==> config.mk <==
export PLATFORM = sky130hd
export DESIGN_NAME = fifo_wr_arbiter_flat
export DESIGN_NICKNAME = d
export VERILOG_FILES = /design/src/rtl/fifo_arb_pkg.sv /design/src/rtl/fifo_wr_arbiter_if.sv /design/src/rtl/fifo_wr_arbiter_rr_pick.sv /design/src/rtl/fifo_wr_arbiter.sv /design/src/flat_wrapper.sv
export SDC_FILE = /design/constraint.sdc
export NUM_CORES = 1
export LEC_CHECK = 0
export CAP_MARGIN = 0
export CORE_ASPECT_RATIO = 0.75
export CORE_UTILIZATION = 25
export DETAILED_ROUTE_END_ITERATION = 12
export PLACE_DENSITY = 0.66
export SYNTH_ARGS = -nofsm -noshare
export SYNTH_HDL_FRONTEND = slang
export SYNTH_HIERARCHICAL = 1
export SYNTH_SLANG_ARGS = --single-unit
==> constraint.sdc <==
create_clock -name clk -period 2 [get_ports clk]
set_clock_uncertainty 0.15 [all_clocks]
set_input_delay 0.3 -clock clk [delete_from_list [all_inputs] [get_ports clk]]
set_output_delay 0.3 -clock clk [all_outputs]
set_load 0.01 [all_outputs]
==> src/rtl/fifo_arb_pkg.sv <==
// Shared types and constants for the FIFO write arbiter.
// Optional feature macro: FIFO_ARB_SRC_ID_EN (see fifo_wr_arbiter.sv).
package fifo_arb_pkg;

   localparam int unsigned MAX_REQ = 16;

   typedef enum logic {
      IDLE  = 1'b0,
      GRANT = 1'b1
   } arb_state_t;

   // Ceiling log2, never less than 1 so a 2-requester build still has an ID bit.
   function automatic int unsigned clog2_min1(input int unsigned n);
      int unsigned w;
      w = 1;
      while ((32'd1 << w) < n) w++;
      return w;
   endfunction

endpackage

==> src/rtl/fifo_wr_arbiter_if.sv <==
// Requester / shared-FIFO bundle for fifo_wr_arbiter.
// slave = arbiter view, master = environment (requesters + FIFO status).
// FIFO_ARB_SRC_ID_EN widens fifo_wr_data by the grant ID width.
interface fifo_wr_arbiter_if
   import fifo_arb_pkg::*;
#(
   parameter int unsigned NUM_REQ    = 4,
   parameter int unsigned DATA_WIDTH = 8
);
   localparam int unsigned IDW = clog2_min1(NUM_REQ);
`ifdef FIFO_ARB_SRC_ID_EN
   localparam int unsigned FWW = DATA_WIDTH + IDW;
`else
   localparam int unsigned FWW = DATA_WIDTH;
`endif

   logic [NUM_REQ-1:0]            req_valid;
   logic [NUM_REQ*DATA_WIDTH-1:0] req_data;
   logic [NUM_REQ-1:0]            req_last;
   logic [NUM_REQ-1:0]            req_ready;
   logic                          fifo_wr_en;
   logic [FWW-1:0]                fifo_wr_data;
   logic                          fifo_full;
   logic                          fifo_almost_full;
   logic [IDW-1:0]                grant_id;
   logic                          busy;

   modport slave (
      input  req_valid, req_data, req_last, fifo_full, fifo_almost_full,
      output req_ready, fifo_wr_en, fifo_wr_data, grant_id, busy
   );

   modport master (
      output req_valid, req_data, req_last, fifo_full, fifo_almost_full,
      input  req_ready, fifo_wr_en, fifo_wr_data, grant_id, busy
   );

endinterface

==> src/rtl/fifo_wr_arbiter_rr_pick.sv <==
// Combinational round-robin search: first set bit of req at or after start,
// wrapping past N-1 back to 0.
module rr_pick #(
   parameter int unsigned N  = 4,
   parameter int unsigned IW = 2
) (
   input  logic [N-1:0]  req,
   input  logic [IW-1:0] start,
   output logic          found,
   output logic [IW-1:0] index
);

   logic [N-1:0] rot;

   // Rotate so bit 0 is the start position, then take the lowest set bit.
   always_comb begin
      found = 1'b0;
      index = '0;
      rot   = N'({req, req} >> start);
      for (int unsigned i = 0; i < N; i++) begin
         if (!found && rot[i]) begin
            found = 1'b1;
            index = IW'((32'(start) + i) % N);
         end
      end
   end

endmodule

==> src/rtl/fifo_wr_arbiter.sv <==
// Packet-granular round-robin arbiter writing NUM_REQ requesters into one FIFO.
// A grant is held for a whole packet (until an accepted last beat).
// Macro FIFO_ARB_SRC_ID_EN: prefix fifo_wr_data with the owner's grant_id.
module fifo_wr_arbiter
   import fifo_arb_pkg::*;
#(
   parameter int unsigned NUM_REQ    = 4,
   parameter int unsigned DATA_WIDTH = 8
) (
   input  logic               clk,
   input  logic               rst,
   fifo_wr_arbiter_if.slave   bus
);

   localparam int unsigned IDW = clog2_min1(NUM_REQ);

   if (NUM_REQ < 2 || NUM_REQ > MAX_REQ) begin : g_bad_num_req
      $error("fifo_wr_arbiter: NUM_REQ out of range 2..16");
   end

   arb_state_t             state;
   logic                   busy_q;
   logic [IDW-1:0]         grant_q;
   logic [IDW-1:0]         rr_ptr;

   logic                   pick_found;
   logic [IDW-1:0]         pick_idx;

   logic                   own_valid;
   logic                   own_last;
   logic [DATA_WIDTH-1:0]  own_data;
   logic [NUM_REQ-1:0]     ready_c;
   logic                   accept;

   rr_pick #(
      .N  (NUM_REQ),
      .IW (IDW)
   ) u_pick (
      .req   (bus.req_valid),
      .start (rr_ptr),
      .found (pick_found),
      .index (pick_idx)
   );

   // Select the owner's signals and steer ready to the owner only.
   // Outputs are forced quiet during the reset cycle itself.
   always_comb begin
      own_valid = 1'b0;
      own_last  = 1'b0;
      own_data  = '0;
      ready_c   = '0;
      for (int unsigned i = 0; i < NUM_REQ; i++) begin
         if (grant_q == IDW'(i)) begin
            own_valid  = bus.req_valid[i];
            own_last   = bus.req_last[i];
            own_data   = bus.req_data[i*DATA_WIDTH +: DATA_WIDTH];
            ready_c[i] = (state == GRANT) && !rst && !bus.fifo_full;
         end
      end
   end

   assign accept         = (state == GRANT) && !rst && own_valid && !bus.fifo_full;
   assign bus.req_ready  = ready_c;
   assign bus.fifo_wr_en = accept;
   assign bus.grant_id   = grant_q;
   assign bus.busy       = busy_q;

`ifdef FIFO_ARB_SRC_ID_EN
   assign bus.fifo_wr_data = {grant_q, own_data};
`else
   assign bus.fifo_wr_data = own_data;
`endif

   // Grant FSM: issue a grant from IDLE, release it after the accepted last beat.
   always_ff @(posedge clk) begin
      if (rst) begin
         state   <= IDLE;
         busy_q  <= 1'b0;
         grant_q <= '0;
         rr_ptr  <= '0;
      end else begin
         case (state)
            IDLE: begin
               if (pick_found && !bus.fifo_almost_full) begin
                  state   <= GRANT;
                  busy_q  <= 1'b1;
                  grant_q <= pick_idx;
               end
            end
            GRANT: begin
               if (accept && own_last) begin
                  state  <= IDLE;
                  busy_q <= 1'b0;
                  rr_ptr <= (grant_q == IDW'(NUM_REQ - 1)) ? '0 : grant_q + 1'b1;
               end
            end
            default: state <= IDLE;
         endcase
      end
   end

endmodule

==> src/flat_wrapper.sv <==
// flat-port wrapper written by rule: the top's interface ports become plain ports
module fifo_wr_arbiter_flat import fifo_arb_pkg::*;
#(
   parameter int unsigned NUM_REQ    = 4,
   parameter int unsigned DATA_WIDTH = 8
)
  (clk, rst, bus_req_valid, bus_req_data, bus_req_last, bus_fifo_full, bus_fifo_almost_full, bus_req_ready, bus_fifo_wr_en, bus_fifo_wr_data, bus_grant_id, bus_busy);
  fifo_wr_arbiter_if #(.NUM_REQ(NUM_REQ), .DATA_WIDTH(DATA_WIDTH)) bus_i ();
  input  logic clk;
  input  logic rst;
  input wire logic [$bits(bus_i.req_valid)-1:0] bus_req_valid;
  input wire logic [$bits(bus_i.req_data)-1:0] bus_req_data;
  input wire logic [$bits(bus_i.req_last)-1:0] bus_req_last;
  input wire logic [$bits(bus_i.fifo_full)-1:0] bus_fifo_full;
  input wire logic [$bits(bus_i.fifo_almost_full)-1:0] bus_fifo_almost_full;
  output wire logic [$bits(bus_i.req_ready)-1:0] bus_req_ready;
  output wire logic [$bits(bus_i.fifo_wr_en)-1:0] bus_fifo_wr_en;
  output wire logic [$bits(bus_i.fifo_wr_data)-1:0] bus_fifo_wr_data;
  output wire logic [$bits(bus_i.grant_id)-1:0] bus_grant_id;
  output wire logic [$bits(bus_i.busy)-1:0] bus_busy;
  assign bus_i.req_valid = bus_req_valid;
  assign bus_i.req_data = bus_req_data;
  assign bus_i.req_last = bus_req_last;
  assign bus_i.fifo_full = bus_fifo_full;
  assign bus_i.fifo_almost_full = bus_fifo_almost_full;
  assign bus_req_ready = bus_i.req_ready;
  assign bus_fifo_wr_en = bus_i.fifo_wr_en;
  assign bus_fifo_wr_data = bus_i.fifo_wr_data;
  assign bus_grant_id = bus_i.grant_id;
  assign bus_busy = bus_i.busy;
  fifo_wr_arbiter #(.NUM_REQ(NUM_REQ), .DATA_WIDTH(DATA_WIDTH)) u_core (.clk(clk), .rst(rst), .bus(bus_i));
endmodule
==> flow_metrics.tcl, run 1 <==
set metrics [dict create \
    fin_ws_ns -0.0740 \
    antenna_found_initial 0 \
    use_met2_pct 39.1 \
    instances_no_fill 219 \
    h-tree-depth 1 \
    clkLatencyLatePin_ns 0.22 \
    hp-class "reg2reg" \
    critPathArrivalTime_ns 2.03 \
    via_per_inst 4.77 \
    dp_cells 214 \
    r2r_cells 7 \
    cap_violations 0 \
    synth_cell_types 31 \
    grt_pass1_wl_um 5110 \
    period_needed_ns 2.07 \
    start_util_pct 26.2 \
    critical-path-slowest-cell "a2111oi_4" \
    timing.rr.start "u_core/bus.grant_id[1]" \
    hpwl_um 2580 \
    antenna_cells 0 \
    synth_cells 101 \
    cp.required_ns 1.95 \
    pwr_density_cell_mw_per_mm2 350 \
    ys_warn_count 6 \
    drc_errors 0 \
    violations "setup timing" \
    layout.nets 231 \
    cts.sinks 6 \
    timing.fmax_mhz 482 \
    max_stage_delay_ns 0.46 \
    ant_nets 0 \
    tns_ns -0.366 \
    regArea_um2 128 \
    grt_pass1_vias 1140 \
    multi_input_area_um2 752 \
    clock_path_buffers 2 \
    dr.pass1.iters 4 \
    use_met1_pct 22.0 \
    cts-root-buf "clkbuf_8" \
    final-setup-viol-count 10 \
    syn_nets 149 \
    overflow 0 \
    clk_pin_slew_ns 0.04 \
    synth_seq_cells 6 \
    worstSetupPathType "reg2reg" \
    ys_seq_area_share_pct 15.6 \
    grt_setup_unrepaired "true" \
    io_pins 60 \
    grt.busiest_layer "met2" \
    hold_violations 0 \
    core_mm2 0.00294 \
    drive_above_1_share_pct 35.4 \
    holdBufCountCts 0 \
    fillerInstances 258 \
    place.gp.congestion 0.766 \
    worst_pin_slew_ns 0.366 \
    timing.final.crit_share_pct 104 \
    crit_path_end_kind "register" \
    netlist_area_um2 768 \
    wl_um 3240 \
    ir_worst_vdd_uv 269 \
    die_h_um 50.0 \
    path_cells "inv_6, ha_4, buf_6, nand3b_1, a2111oi_4, o22ai_4, mux2_4" \
    min_from "u_core/bus.busy" \
    hold_depth 2 \
    die-area_mm2 0.00330 \
    die_w_um 66.0 \
    grt_start_max_net_pins 20 \
    num_rows 17 \
    cts_tree "built" \
    p_leak_uw 0.000702 \
    use_met3_pct 4.40 \
    drt_iter0_markers 33 \
    startpoint "u_core/bus.grant_id[1]" \
    path_max_fanout 5 \
    relSlewSlack_pct 75.6 \
    avgSynthCellArea_um2 7.61 \
    cts_inserted_buffers 3 \
    wire_per_inst_um 14.8 \
    grt.total_usage_pct 20.4 \
    syn2layout_area_growth_pct 127 \
    route.vias.total 1044 \
    status "finished with violations" \
    io_buffers 59 \
    finalMaxSlewViolations 0 \
    start_kind "register" \
]
==> stage by stage <==
step	utilization (%)	worst slack (ns)	hold WS [ns]	area, um^2	power (uW)
after global routing	59.3	-0.133	0.388	1740	642
after detailed placement	53.0	-0.586	0.349	1560	416
final	59.3	-0.0740	0.353	1740	610
after CTS	57.3	-0.0885	0.354	1680	602
after global placement	53.0	-0.556	0.333	1560	406
after floorplan	-	0.0198	0.222	768	226
==> cell usage after synthesis <==
master     count  area, um^2
nor3_1         2        10.0
or3b_4         1        11.3
clkbuf_1       3        11.3
mux2i_1        1        10.0
mux2_1         2        22.5
and2_1         4        25.0
nand2_1        9        33.8
o31ai_1        7        52.6
buf_1          1        3.75
nand3b_1       3        22.5
and2b_1        1        7.51
a2111oi_4      2        55.1
dfxtp_1        6         120
nand2b_1       1        6.26
or2_2          1        6.26
a221oi_1       7        61.3
o2bb2a_1       1        10.0
buf_2          1        5.00
and3_1         1        6.26
inv_1          6        22.5
nor2b_1       11        68.8
nor2_1         7        26.3
or4_1          1        7.51
a21oi_1       10        50.1
o22ai_2        1        12.5
and3_2         1        7.51
a311oi_1       1        8.76
ha_1           4        50.1
o22a_1         1        8.76
nor3b_1        2        15.0
o21ai_0        2        10.0
==> power breakdown <==
part	leakage [uW]	switching, uW	internal [uW]
clock network	0.0000216	51.4	129
logic	0.000630	120	179
registers	0.0000506	5.22	124
==> state kept, by name, indices dropped and copies added, names as in the netlist <==
name and count:
u_core/bus.busy 1, u_core/bus.grant_id 2, u_core/rr_ptr 2, u_core/state 1
==> cell families after synthesis <==
logic type	share of synthesized area (%)
AND/OR/NAND/NOR	33.1
AO/OA/AOI/OAI	35.0
buffers and inverters	5.54
flip-flops	15.6
adder cells (fa/ha/maj)	6.51
multiplexers	4.23
==> worst paths after layout <==
path / slack (ns) / to
worst max-delay path: -0.07 / u_core/rr_ptr[1]
worst max register to register: -0.07 / u_core/rr_ptr[1]
worst min-delay path: 0.35 / u_core/bus.busy
worst min register to register: 0.35 / u_core/bus.busy
==> layer usage <==
| metal | share of wire (%) | wire [um] |
|---|---|---|
| met1 | 40 | 1290 |
| met3 | 2.6 | 85 |
| met5 | 0 | 0 |
| met2 | 56 | 1810 |
| met4 | 1.7 | 56 |
==> worst max-delay path: cells and delay by family (launching register included) <==
family | cells | cell delay [ns]
buffers and inverters | 2 | 0.17
DFF | 1 | 0.36
AOI/OAI and AO/OA | 2 | 0.60
and+or+nand+nor | 1 | 0.19
muxes | 1 | 0.31
adders and majority gates | 1 | 0.17
==> what timing repair did <==
item / in CTS / in global routing
setup endpoints to repair: 15 / 13
cloned: 0 / 0
pin swaps: 10 / 6
resized for setup: 82 / 10
setup buffers: 2 / 1
==> final cells by class <==
type	instances	area share [%]
well taps	38	2.73
multi-input cells	84	43.2
repair buffers	82	42.6
inverters	6	1.73
flip-flops and latches	6	7.33
clock buffers	3	2.37
==> cells in the final DEF, fill, tap and decap left out, drive strengths merged, types with 2 or more instances in the layout <==
cell type,Yosys,routed
clkdlybuf4s50,0,43
buf,2,33
nor2b,11,11
a21oi,10,10
nand2,9,9
o31ai,7,7
nor2,7,7
a221oi,7,7
inv,6,6
dfxtp,6,6
dlygate4sd2,0,4
and2,4,4
ha,4,4
clkbuf,3,3
nand3b,3,3
a2111oi,2,2
mux2,2,2
nor3,2,2
o21ai,2,2
nor3b,2,2
and3,2,2
Power figures use the tool's default switching activity.
==> inputs of run 2 (changes only) <==
--- a/config.mk
+++ b/config.mk
@@ -8,8 +8,10 @@
 export CAP_MARGIN = 0
 export CORE_ASPECT_RATIO = 0.75
 export CORE_UTILIZATION = 25
+export CTS_CLUSTER_SIZE = 20
 export DETAILED_ROUTE_END_ITERATION = 12
 export PLACE_DENSITY = 0.66
+export SLEW_MARGIN = 15
 export SYNTH_ARGS = -nofsm -noshare
 export SYNTH_HDL_FRONTEND = slang
 export SYNTH_HIERARCHICAL = 1
==> results of run 2 <==
Same layout as run 1: the final DEF is identical, and so are final timing and power.
